**src/rtl/hack_io_pkg.sv**
```systemverilog
// Shared definitions for the Hack memory-mapped I/O blocks: status bit
// positions, SPI FSM states and SPI pin reset levels.
package hack_io_pkg;

    localparam int SPI_BUSY_BIT = 15;
    localparam int SPI_CEN_BIT  = 8;
    localparam int SPI_DIV_BIT  = 9;

    localparam logic SPI_MOSI_RST = 1'b1;
    localparam logic SPI_CEN_RST  = 1'b1;

    typedef enum logic [1:0] {
        SPI_IDLE = 2'd0,
        SPI_LOW  = 2'd1,
        SPI_HIGH = 2'd2
    } spi_state_e;

endpackage

```
**src/rtl/spi_clk_div.sv**
```systemverilog
// SCK half-period counter: reloads on i_restart and raises o_tick while the
// count sits at zero. A divider of 0 behaves as 1.
module spi_clk_div (
    input  logic       clk_in,
    input  logic       reset_n,
    input  logic       i_restart,
    input  logic [7:0] i_div,
    output logic       o_tick
);

    logic [7:0] r_cnt;
    logic [7:0] w_load;

    assign w_load = (i_div == 8'd0) ? 8'd0 : i_div - 8'd1;
    assign o_tick = (r_cnt == 8'd0);

    always_ff @(posedge clk_in or negedge reset_n) begin
        if (!reset_n) begin
            r_cnt <= 8'd0;
        end else if (i_restart) begin
            r_cnt <= w_load;
        end else if (r_cnt != 8'd0) begin
            r_cnt <= r_cnt - 8'd1;
        end
    end

endmodule

```
**src/rtl/hack_spi_master.sv**
```systemverilog
// Memory-mapped SPI master (mode 0, MSB first) for the Hack CPU driving an SD card.
// Define SPI_DIV_REG_EN to make the SCK divider writable through in[9].
module hack_spi_master
    import hack_io_pkg::*;
#(
    parameter int CLK_DIV = 16
) (
    input  logic        clk_in,
    input  logic        reset_n,
    input  logic        load,
    input  logic [15:0] in,
    output logic [15:0] out,
    input  logic        sd_miso,
    output logic        sd_mosi,
    output logic        sd_sck,
    output logic        sd_cen
);

    spi_state_e r_state, w_state_nxt;

    logic       r_sck;
    logic       r_mosi;
    logic       r_cen;
    logic       r_busy;
    logic [7:0] r_tx;
    logic [7:0] r_rx_sh;
    logic [7:0] r_rx;
    logic [2:0] r_bit;
    logic [7:0] w_div;

    logic w_idle_wr;
    logic w_div_wr;
    logic w_desel;
    logic w_start;
    logic w_tick;
    logic w_rise;
    logic w_fall;
    logic w_last;
    logic w_restart;

    assign w_idle_wr = load && (r_state == SPI_IDLE);

`ifdef SPI_DIV_REG_EN
    logic [7:0] r_div;

    assign w_div_wr = w_idle_wr && in[SPI_DIV_BIT];
    assign w_div    = r_div;

    always_ff @(posedge clk_in or negedge reset_n) begin
        if (!reset_n) begin
            r_div <= 8'(CLK_DIV);
        end else if (w_div_wr) begin
            r_div <= in[7:0];
        end
    end
`else
    assign w_div_wr = 1'b0;
    assign w_div    = 8'(CLK_DIV);
`endif

    assign w_desel = w_idle_wr && !w_div_wr && in[SPI_CEN_BIT];
    assign w_start = w_idle_wr && !w_div_wr && !in[SPI_CEN_BIT];

    assign w_rise    = (r_state == SPI_LOW)  && w_tick;
    assign w_fall    = (r_state == SPI_HIGH) && w_tick;
    assign w_last    = w_fall && (r_bit == 3'd7);
    assign w_restart = w_start || w_rise || (w_fall && !w_last);

    spi_clk_div u_clk_div (
        .clk_in    (clk_in),
        .reset_n   (reset_n),
        .i_restart (w_restart),
        .i_div     (w_div),
        .o_tick    (w_tick)
    );

    always_ff @(posedge clk_in or negedge reset_n) begin
        if (!reset_n) begin
            r_state <= SPI_IDLE;
        end else begin
            r_state <= w_state_nxt;
        end
    end

    always_comb begin
        w_state_nxt = r_state;
        case (r_state)
            SPI_IDLE: if (w_start) w_state_nxt = SPI_LOW;
            SPI_LOW:  if (w_tick)  w_state_nxt = SPI_HIGH;
            SPI_HIGH: if (w_tick)  w_state_nxt = (r_bit == 3'd7) ? SPI_IDLE : SPI_LOW;
            default:  w_state_nxt = SPI_IDLE;
        endcase
    end

    always_ff @(posedge clk_in or negedge reset_n) begin
        if (!reset_n) begin
            r_sck   <= 1'b0;
            r_mosi  <= SPI_MOSI_RST;
            r_cen   <= SPI_CEN_RST;
            r_busy  <= 1'b0;
            r_tx    <= 8'd0;
            r_rx_sh <= 8'd0;
            r_rx    <= 8'd0;
            r_bit   <= 3'd0;
        end else begin
            if (w_desel) begin
                r_cen <= 1'b1;
            end
            if (w_start) begin
                r_cen   <= 1'b0;
                r_busy  <= 1'b1;
                r_tx    <= in[7:0];
                r_mosi  <= in[7];
                r_rx_sh <= 8'd0;
                r_bit   <= 3'd0;
            end
            if (w_rise) begin
                r_sck   <= 1'b1;
                r_rx_sh <= {r_rx_sh[6:0], sd_miso};
            end
            if (w_fall) begin
                r_sck <= 1'b0;
                r_tx  <= {r_tx[6:0], 1'b0};
                r_bit <= r_bit + 3'd1;
                // The last falling edge parks MOSI high instead of shifting.
                r_mosi <= w_last ? SPI_MOSI_RST : r_tx[6];
            end
            if (w_last) begin
                r_busy <= 1'b0;
                r_rx   <= r_rx_sh;
            end
        end
    end

    assign sd_sck  = r_sck;
    assign sd_mosi = r_mosi;
    assign sd_cen  = r_cen;
    assign out     = {r_busy, 6'd0, r_cen, r_rx};

endmodule

```
**config.mk**
```make
export PLATFORM = sky130hd
export DESIGN_NAME = hack_spi_master
export DESIGN_NICKNAME = d
export VERILOG_FILES = /design/src/rtl/hack_io_pkg.sv /design/src/rtl/spi_clk_div.sv /design/src/rtl/hack_spi_master.sv
export SDC_FILE = /design/constraint.sdc
export NUM_CORES = 1
export LEC_CHECK = 0
export ABC_AREA = 0
export CAP_MARGIN = 20
export CORE_MARGIN = 2
export CORE_UTILIZATION = 45
export CTS_CLUSTER_DIAMETER = 60
export DETAILED_ROUTE_END_ITERATION = 8
export DONT_BUFFER_PORTS = 1
export GPL_TIMING_DRIVEN = 0
export PLACE_DENSITY = 0.7
export SKIP_CTS_REPAIR_TIMING = 1
export SLEW_MARGIN = 20
export SYNTH_ARGS = -nofsm -noshare
export SYNTH_HDL_FRONTEND = slang
export SYNTH_SLANG_ARGS = --single-unit
```
**constraint.sdc**
```tcl
create_clock -name clk_in -period 2.99 [get_ports clk_in]
set_input_delay 0.4485 -clock clk_in [delete_from_list [all_inputs] [get_ports clk_in]]
set_output_delay 0.4485 -clock clk_in [all_outputs]
set_load 0.1 [all_outputs]
```
==> summary.md, run 1 <==
| Metric | Value |
|---|---|
| Sw power | 0.233 mW |
| Placed cells | 237 |
| Synth warnings | 0 |
| # diodes | 0 |
| PwrDens | 462 nW/um^2 |
| Max IR drop VDD | 242 uV |
| Register bit total from synthesis | 40 |
| Synthesized cell area | 1870 um^2 |
| IO buf count | 0 |
| Mean post-synth cell area | 10.3 um^2 |
| Die area | 4690 um^2 |
| Internal cell power | 0.724 mW |
| Worst slack at placement | 0.667 ns |
| P_leak | 0.925 nW |
| Max_cap viols | 0 |
| Final core utilization | 0.517 |
| Multiplexer share of the synthesized area | 0.0602 |
| Gpl congestion | 0.801 |
| Sequential share of power | 0.579 |
| Residual DRC | 0 |
| Rows | 23 |
| Cell count after synthesis | 182 |
| HPWL after DPL | 2340 um |
| IO Count | 39 |
| Vias per std cell | 5.20 |
| Status | complete, no violations |
| Final period utilization | 0.770 |
| Vias | 1284 |
| Synth unique cells | 39 |
| Sequential share of the synthesized area | 0.537 |
| Final max-slew violation count | 0 |
| Top post-synthesis cells by area | dfrtp_1 (51%), nand2_1 (7.2%), mux2_1 (4.8%) |
| Number of nets in the layout | 220 |
| Tot Pwr | 0.957 mW |
| # setup viols final | 0 |
| DRC marker count from the first detailed-route iteration | 56 |
| GR Overflow Total | 0 |
| Share of cells above drive strength 1 | 0.147 |
| Crit end category | flop |
| Initial core utilization | 0.467 |
| DR WL/cell | 13.3 um |
| Worst Tran Pin Value | 0.903 ns |
| Setup TNS | 0 ns |
| CP peak stage delay | 0.42 ns |
| Filler Cell Count | 354 |
| Worst skew pair latency | 0.29 ns |
| Area leader, netlist | dfrtp_1 |
| Critical Path AT | 2.47 ns |
| Setup WS post-layout | 0.688 ns |
| Cts bufs inserted | 5 |
| WS Path Type | reg2reg |
| First-pass DRT Iterations | 4 |
| Data required time of the worst path | 3.16 ns |
| CTS tree | done |
| Placement Cell Area | 1950 um^2 |
| Commonest non-fill, non-tap cells in the layout | dfrtp_1 (38), nand2_1 (36), o21ai_0 (17), nor2_1 (10), buf_4 (9) |
| Synth Area in Simple Gates | 0.182 |
| Combinational family with the most area after synthesis | simple AND/OR/NAND/NOR gates |
| Finished Cell Area | 2070 um^2 |
| GRT Util Overall | 0.158 |
| Clock power frac | 0.352 |
| F_max | 0.434 GHz |
| Net Sw Frac | 0.243 |
| Hold WC Path Type | in2reg |
| Final Non-Filler Cells | 247 |
| Worst slew margin | 0.396 |
| CTS H-Tree Depth | 2 |
| Top delay family on crit path | simple AND/OR/NAND/NOR gates |
| Comb pwr share | 0.069 |
| Reg clk slew, reported paths | 0.07 ns |
| Minimum clock period | 2.30 ns |
| Crit path cell chain | inv_1 > ha_1 > or3b_2 > buf_2 > nor3_4 > and2_1 > buf_4 > mux2_1 |
| Initial antenna violation count | 0 |
| Hold_ws | 0.291 ns |
| Complex-gate fraction of the synthesized area | 0.120 |
| Core ar. | 4000 um^2 |
| Synth Area in Adders | 0.0268 |
| Root Buffer | clkbuf_8 |
| Area of the multi-input gates | 776 um^2 |
| Crit path max fanout | 9 |
| ANT nets after route | 0 |
| DRT Wirelength | 3280 um |
| Largest net degree at the start of global routing | 41 |
| CP Launch Type | flop |
| First-pass GRT wire length | 5340 um |
| Final Skew | 0.00712 ns |
| Chip Width | 68.5 um |
| Worst path bufs/invs | 3 |
| Post-synth EDFFs | 0 |
| Synth Flop Type | dfrtp_1 |
| Synth async-reset ratio | 1.00 |
| Vias in the first global route | 1196 |
| Top cell type's share of synthesized area | 0.509 |
| Die H | 68.5 um |
| Clock sink count | 40 |
| Area grow syn2layout | 10.7% |
| Final Hold Viols | 0 |
| RSZ-0062 raised after global routing | false |
| Slowest-stage cell, CP | or3b_2 |
| Max clock buf depth | 2 |
| Commonest non-fill, non-tap cell in the layout | dfrtp_1 |
| Synth Area in XOR/XNOR | 0.0141 |
| Register Area | 1000 um^2 |
flip-flops by register name (all words and copies together) (netlist names):
name and count:
r_bit 3, r_busy 1, r_rx 8, r_rx_sh 8
r_state 2, r_tx 7, sd_cen 1, sd_mosi 1
sd_sck 1, u_clk_div.r_cnt 8
final timing paths:
path                                                startpoint             endpoint  slack (ns)  depth (start not counted)
worst max-delay path            u_clk_div.r_cnt[0]$_DFFE_PN0P_  r_rx[5]$_DFFE_PN0P_        0.69                          8
worst min-delay path                                     in[0]  r_tx[0]$_DFFE_PN0P_        0.29                          2
worst max register to register  u_clk_div.r_cnt[0]$_DFFE_PN0P_  r_rx[5]$_DFFE_PN0P_        0.69                          8
worst min register to register          r_rx_sh[7]$_DFFE_PN0P_  r_rx[7]$_DFFE_PN0P_        0.50                          1
max in group asynchronous                              reset_n  sd_mosi$_DFFE_PN1P_        2.08                          2
min in group asynchronous                              reset_n  r_rx[1]$_DFFE_PN0P_        0.65                          2
cell usage after synthesis, types with 2 or more instances:
master    instances
dfrtp_1          38
nand2_1          36
o21ai_0          17
nor2_1           10
buf_4             9
mux2_1            8
a22oi_1           6
a21oi_1           4
clkbuf_1          4
ha_1              4
and2_1            3
buf_2             3
inv_1             3
nand2b_1          3
or3_1             3
dfstp_2           2
mux2_2            2
nor3_1            2
o211ai_1          2
o21a_1            2
o21ai_1           2
xor2_1            2
cells by family (layout without fill, tap and decap cells):
logic type / count (synthesis) / in the layout
and+or+nand+nor: 68 / 68
other: 1 / 6
adders and majority gates: 4 / 4
muxes: 10 / 10
xor gates and xnor gates: 3 / 3
buffers and inverters: 19 / 29
DFF: 40 / 40
AOI/OAI and AO/OA: 37 / 37
routing by layer:
metal,GRT usage,part of all wire,vias up
met4,0.0950,0.025,0
met3,0.0543,0.063,7
met5,0,0,-
met1,0.181,0.43,607
li1,-,-,635
met2,0.254,0.48,35
power groups by stage:
stage / registers, mW / clock network (mW) / logic [mW]
floorplan: 0.564 / 0 / 0.0495
global placement: 0.565 / 0 / 0.0500
detailed placement: 0.565 / 0 / 0.0507
CTS: 0.554 / 0.354 / 0.0507
global route: 0.555 / 0.378 / 0.0711
finish: 0.554 / 0.337 / 0.0661
layout make-up:
| cell class | instances | area share |
|---|---|---|
| timing repair buffer | 2 | 0.0181 |
| multi-input combinational | 128 | 0.375 |
| buffer | 16 | 0.0472 |
| clock inverter | 1 | 0.00242 |
| tap | 50 | 0.0302 |
| sequential | 40 | 0.485 |
| clock buffer | 7 | 0.0369 |
| inverter | 3 | 0.00544 |
Note: power is estimated with default switching activity, not from simulation.
==> run 2: changes to the inputs <==
clock period = 2.2 ns   (was 2.99 ns; I/O delays follow)
==> run 2 against run 1 <==
Count of clock-buffer cells in the layout stayed put. Clock skew is 0.0011 ns higher. Wire length is 1.1% higher. Global-route usage stayed put. Register-to-register slack worse by 0.56 ns. Sequential cell count stayed put. Critical endpoint unchanged. Largest cell class unchanged. Highest routed layer unchanged.
==> summary.md, run 2 (synthesis results as in run 1) <==
| Metric | Value |
|---|---|
| CTS tree | done |
| Slowest-stage cell, CP | or3b_4 |
| P_leak | 0.947 nW |
| Crit path cell chain | inv_1 > ha_1 > or3b_4 > nor3_4 > and2_1 > buf_6 > mux2_1 |
| Vias in the first global route | 1196 |
| RSZ-0062 raised after global routing | false |
| Worst path bufs/invs | 2 |
| F_max | 0.483 GHz |
| Worst Tran Pin Value | 0.906 ns |
| Die H | 68.5 um |
| Cts bufs inserted | 5 |
| CP peak stage delay | 0.42 ns |
| Reg clk slew, reported paths | 0.07 ns |
| GR Overflow Total | 0 |
| Hold WC Path Type | in2reg |
| Largest net degree at the start of global routing | 41 |
| HPWL after DPL | 2340 um |
| Area grow syn2layout | 12.4% |
| WS Path Type | reg2reg |
| Chip Width | 68.5 um |
| Vias | 1299 |
| IO buf count | 0 |
| Vias per std cell | 5.20 |
| Root Buffer | clkbuf_8 |
| Critical Path Stages | 7 |
| Number of nets in the layout | 223 |
| ANT nets after route | 0 |
| Placed cells | 237 |
| Status | complete, no violations |
| # diodes | 0 |
| Max_cap viols | 0 |
| Minimum clock period | 2.07 ns |
| Min-Delay Path Depth | 2 |
| Residual DRC | 0 |
| Die area | 4690 um^2 |
| # setup viols final | 0 |
| Initial antenna violation count | 0 |
| DRT Wirelength | 3320 um |
| Final period utilization | 0.941 |
| Max IR drop VDD | 328 uV |
| Final Skew | 0.00825 ns |
| Final Non-Filler Cells | 250 |
| Reg2reg path depth | 7 |
| CP Launch Type | flop |
| Top delay family on crit path | simple AND/OR/NAND/NOR gates |
| Final max-slew violation count | 0 |
| Max clock buf depth | 2 |
| Commonest non-fill, non-tap cell in the layout | dfrtp_1 |
| Share of cells above drive strength 1 | 0.165 |
| Clock sink count | 40 |
| Setup TNS | 0 ns |
| Gpl congestion | 0.801 |
| Crit path max fanout | 9 |
| IO Count | 39 |
| Worst skew pair latency | 0.29 ns |
| Critical Path AT | 2.24 ns |
| First-pass DRT Iterations | 4 |
| Commonest non-fill, non-tap cells in the layout | dfrtp_1 (38), nand2_1 (36), o21ai_0 (17), buf_4 (12), nor2_1 (10) |
| PwrDens | 620 nW/um^2 |
| Core ar. | 4000 um^2 |
| First-pass GRT wire length | 5340 um |
| Initial core utilization | 0.467 |
| Worst slew margin | 0.395 |
| DRC marker count from the first detailed-route iteration | 63 |
| Crit end category | flop |
| Largest registers | r_rx x8, r_rx_sh x8, u_clk_div.r_cnt x8 |
| Data required time of the worst path | 2.37 ns |
| Rows | 23 |
| GRT Util Overall | 0.158 |
| DR WL/cell | 13.3 um |
| Final Hold Viols | 0 |
| CTS H-Tree Depth | 2 |
run 2: cell count changes in the layout (fill, tap and decap cells not counted):
| cell | before | now |
|---|---|---|
| or3b_2 | 1 | 0 |
| buf_4 | 9 | 12 |
| inv_2 | 0 | 1 |
| buf_6 | 0 | 1 |
| inv_1 | 3 | 2 |
| or3b_4 | 0 | 1 |
| buf_2 | 3 | 2 |
run 2: final timing paths:
kind | from | end | slack [ns]
min reg2reg | r_rx_sh[7]$_DFFE_PN0P_ | r_rx[7]$_DFFE_PN0P_ | 0.50
max | u_clk_div.r_cnt[1]$_DFFE_PN0P_ | r_rx[5]$_DFFE_PN0P_ | 0.13
min in group asynchronous | reset_n | r_rx[1]$_DFFE_PN0P_ | 0.53
max in group asynchronous | reset_n | sd_mosi$_DFFE_PN1P_ | 1.40
max reg2reg | u_clk_div.r_cnt[1]$_DFFE_PN0P_ | r_rx[5]$_DFFE_PN0P_ | 0.13
min | in[0] | r_tx[0]$_DFFE_PN0P_ | 0.17
run 2: power by group:
group	total (mW)	leakage, nW	internal (mW)	switching, mW
clock network	0.458	0.0422	0.222	0.236
registers	0.753	0.476	0.744	0.00986
logic	0.0898	0.428	0.0185	0.0712
run 2: final cells by class:
type                            instances  area (um^2)
Timing Repair Buffer                    6         67.6
Inverter                                3         11.3
Multi-Input combinational cell        128          778
Fill cell                             351         1900
Clock inverter                          1         5.00
Clock buffer                            7         76.3
Buffer                                 15         96.3
Sequential cell                        40         1000
Tap cell                               50         62.6
run 2: stage by stage:
stage / worst slack [ns] / utilization / instance area [um^2] / hold WS (ns) / total power, mW
after detailed placement: -0.123 / 0.488 / 1950 / 0.0354 / 0.837
after floorplan: 0.0659 / - / 1890 / 0.0344 / 0.834
after global placement: -0.0985 / 0.488 / 1950 / 0.0359 / 0.835
final: 0.130 / 0.525 / 2100 / 0.172 / 1.30
after CTS: -0.131 / 0.508 / 2030 / -0.287 / 1.30
after global routing: 0.0277 / 0.525 / 2100 / 0.178 / 1.37
run 2: metal layers:
layer,GRT usage,up-vias,share of wire,wire length [um]
li1,-,642,-,-
met1,0.181,621,0.44,1470
met5,0,-,0,0
met3,0.0543,9,0.056,185
met4,0.0950,0,0.028,93
met2,0.254,27,0.47,1570
==> run 3: changes to the inputs <==
ABC_AREA = 1   (was 0)
CAP_MARGIN = 10   (was 20)
==> run 3 against run 2 <==
Sequential share of layout area fell by 1.7 points. Hold slack improved by 0.021 ns. Global-route usage rose by 0.28 points. Register-to-register slack improved by 0.35 ns. Clock power rose by 9.2%. Cell area rose by 3.8%. Combinational power rose to 9.6 times the previous value. Setup slack improved by 0.19 ns. Critical endpoint is now out[8]. Largest power group unchanged.
==> summary.md, run 3 <==
| Metric | Value |
|---|---|
| Setup TNS | 0 ns |
| Number of nets in the layout | 265 |
| Status | complete, no violations |
| First-pass DRT Iterations | 4 |
| R2R setup slack | 0.48 ns |
| Share of cells above drive strength 1 | 0.169 |
| Synth async-reset ratio | 1.00 |
| IO Count | 39 |
| Post-synth EDFFs | 0 |
| Top delay family on crit path | flip-flops |
| Data required time of the worst path | 1.87 ns |
| PwrDens | 1220 nW/um^2 |
| Max clock buf depth | 2 |
| IO buf count | 0 |
| Hold WC Path Type | in2reg |
| HPWL after DPL | 2410 um |
| Critical Path AT | 1.55 ns |
| GRT Util Overall | 0.161 |
| Initial core utilization | 0.458 |
| DRC marker count from the first detailed-route iteration | 74 |
| Commonest non-fill, non-tap cell in the layout | nand2_1 |
| Cell count after synthesis | 227 |
| Worst Tran Pin Value | 0.934 ns |
| CP Launch Type | flop |
| Placement Cell Area | 2050 um^2 |
| Rows | 24 |
| Root Buffer | clkbuf_8 |
| Largest registers | r_rx x8, r_rx_sh x8, u_clk_div.r_cnt x8 |
| First-pass GRT wire length | 6200 um |
| Reg clk slew, reported paths | 0.08 ns |
| # diodes | 0 |
| Mean post-synth cell area | 8.67 um^2 |
| P_leak | 1.21 nW |
| Initial antenna violation count | 0 |
| Cts bufs inserted | 5 |
| Core ar. | 4290 um^2 |
| Sequential share of the synthesized area | 0.510 |
| Slowest-stage cell, CP | dfstp_2 |
| F_max | 0.531 GHz |
| Vias | 1378 |
| Most frequent cell after synthesis | nand2_1 |
| Largest net degree at the start of global routing | 41 |
| Top post-synthesis cells by area | dfrtp_1 (48%), nand2_1 (12%), inv_1 (7.1%) |
| Max IR drop VDD | 670 uV |
| Gpl congestion | 0.798 |
| RSZ-0062 raised after global routing | false |
| CTS H-Tree Depth | 2 |
| Vias in the first global route | 1387 |
| Worst path bufs/invs | 1 |
| Die area | 4920 um^2 |
| Crit path max fanout | 3 |
| Area leader, netlist | dfrtp_1 |
| Finished Cell Area | 2180 um^2 |
| CP peak stage delay | 0.87 ns |
| Commonest cells post-synth | nand2_1 (64), dfrtp_1 (38), inv_1 (37) |
| Final Hold Viols | 0 |
| Vias per std cell | 4.69 |
| Minimum clock period | 1.88 ns |
| Crit path cell chain | buf_4 |
| Synth Flop Type | dfrtp_1 |
| DR WL/cell | 11.5 um |
| Worst slew margin | 0.377 |
| Residual DRC | 0 |
| Chip Width | 70.1 um |
| CTS tree | done |
| ANT nets after route | 0 |
| Synth unique cells | 25 |
| Tot Pwr | 2.66 mW |
| Final max-slew violation count | 0 |
| Synth warnings | 0 |
| WS Path Type | reg2out |
| Worst skew pair latency | 0.29 ns |
| Top cell type's share of synthesized area | 0.483 |
| Register bit total from synthesis | 40 |
| Max_cap viols | 0 |
| DRT Wirelength | 3370 um |
| Synthesized cell area | 1970 um^2 |
| Clock sink count | 40 |
| Commonest non-fill, non-tap cells in the layout | nand2_1 (64), dfrtp_1 (38), inv_1 (37), nor2_1 (15), nand3_1 (11) |
| Final Skew | 0.00476 ns |
| # setup viols final | 0 |
| GR Overflow Total | 0 |
| Final period utilization | 0.856 |
| Crit end category | output port |
| Die H | 70.1 um |
| Area grow syn2layout | 10.7% |
[run 3: changes by cell type in the layout (fill, tap and decap cells not counted), sizes merged, moves of 4 or more]
cell   change
nor3       -4
mux2      -10
nand2     +35
o22ai      +7
a22oi      -6
nor2       +9
inv       +37
nand3     +10
buf        -6
[run 3: routing by layer]
| metal | vias to the layer above | track usage | share of wire |
|---|---|---|---|
| met5 | - | 0 | 0 |
| met4 | 0 | 0.0577 | 0.017 |
| met3 | 7 | 0.0505 | 0.040 |
| met2 | 18 | 0.262 | 0.48 |
| met1 | 638 | 0.202 | 0.46 |
| li1 | 715 | - | - |
[run 3: kinds of logic (layout without fill, tap and decap cells)]
group	count (synthesis)	count (layout)	synth area share
other	1	6	0.00191
AOI/OAI and AO/OA	29	29	0.0998
and+or+nand+nor	103	103	0.240
xor gates and xnor gates	1	1	0.00445
DFF	40	40	0.510
adders and majority gates	4	4	0.0254
buffers and inverters	49	59	0.118
[run 3: per-stage QoR]
step	setup WS, ns	util	hold WS (ns)	std cells
2_1_floorplan	0.643	-	0.0344	232
3_3_place_gp	0.506	0.478	0.0359	284
3_5_place_dp	0.483	0.478	0.0359	284
4_1_cts	0.301	0.499	-0.285	292
5_1_grt	0.277	0.508	0.188	294
6_report	0.317	0.508	0.193	294
[run 3: path summary, 6_finish.rpt]
check	from	end	depth (start not counted)
hold reg to reg	r_tx[1]$_DFFE_PN0P_	r_tx[1]$_DFFE_PN0P_	2
hold / removal	sd_miso	r_rx_sh[0]$_DFFE_PN0P_	2
min in group asynchronous	reset_n	r_state[0]$_DFFE_PN0P_	2
setup reg to reg	u_clk_div.r_cnt[0]$_DFFE_PN0P_	r_rx[7]$_DFFE_PN0P_	10
max in group asynchronous	reset_n	sd_mosi$_DFFE_PN1P_	2
setup / recovery	sd_cen$_DFFE_PN1P_	out[8]	1
[run 3: layout make-up]
| class | count | area, um^2 |
|---|---|---|
| clock buffer | 8 | 90.1 |
| sequential | 40 | 1000 |
| inverter | 40 | 158 |
| tap | 52 | 65.1 |
| multi-input combinational | 143 | 751 |
| fill | 434 | 2110 |
| timing repair buffer | 2 | 37.5 |
| buffer | 9 | 75.1 |
[run 3: where the power goes]
| group | switching [mW] | internal, mW | leakage [nW] |
|---|---|---|---|
| combinational | 0.592 | 0.268 | 0.680 |
| sequential | 0.318 | 0.986 | 0.480 |
| clock | 0.244 | 0.256 | 0.0455 |
| total | 1.15 | 1.51 | 1.21 |
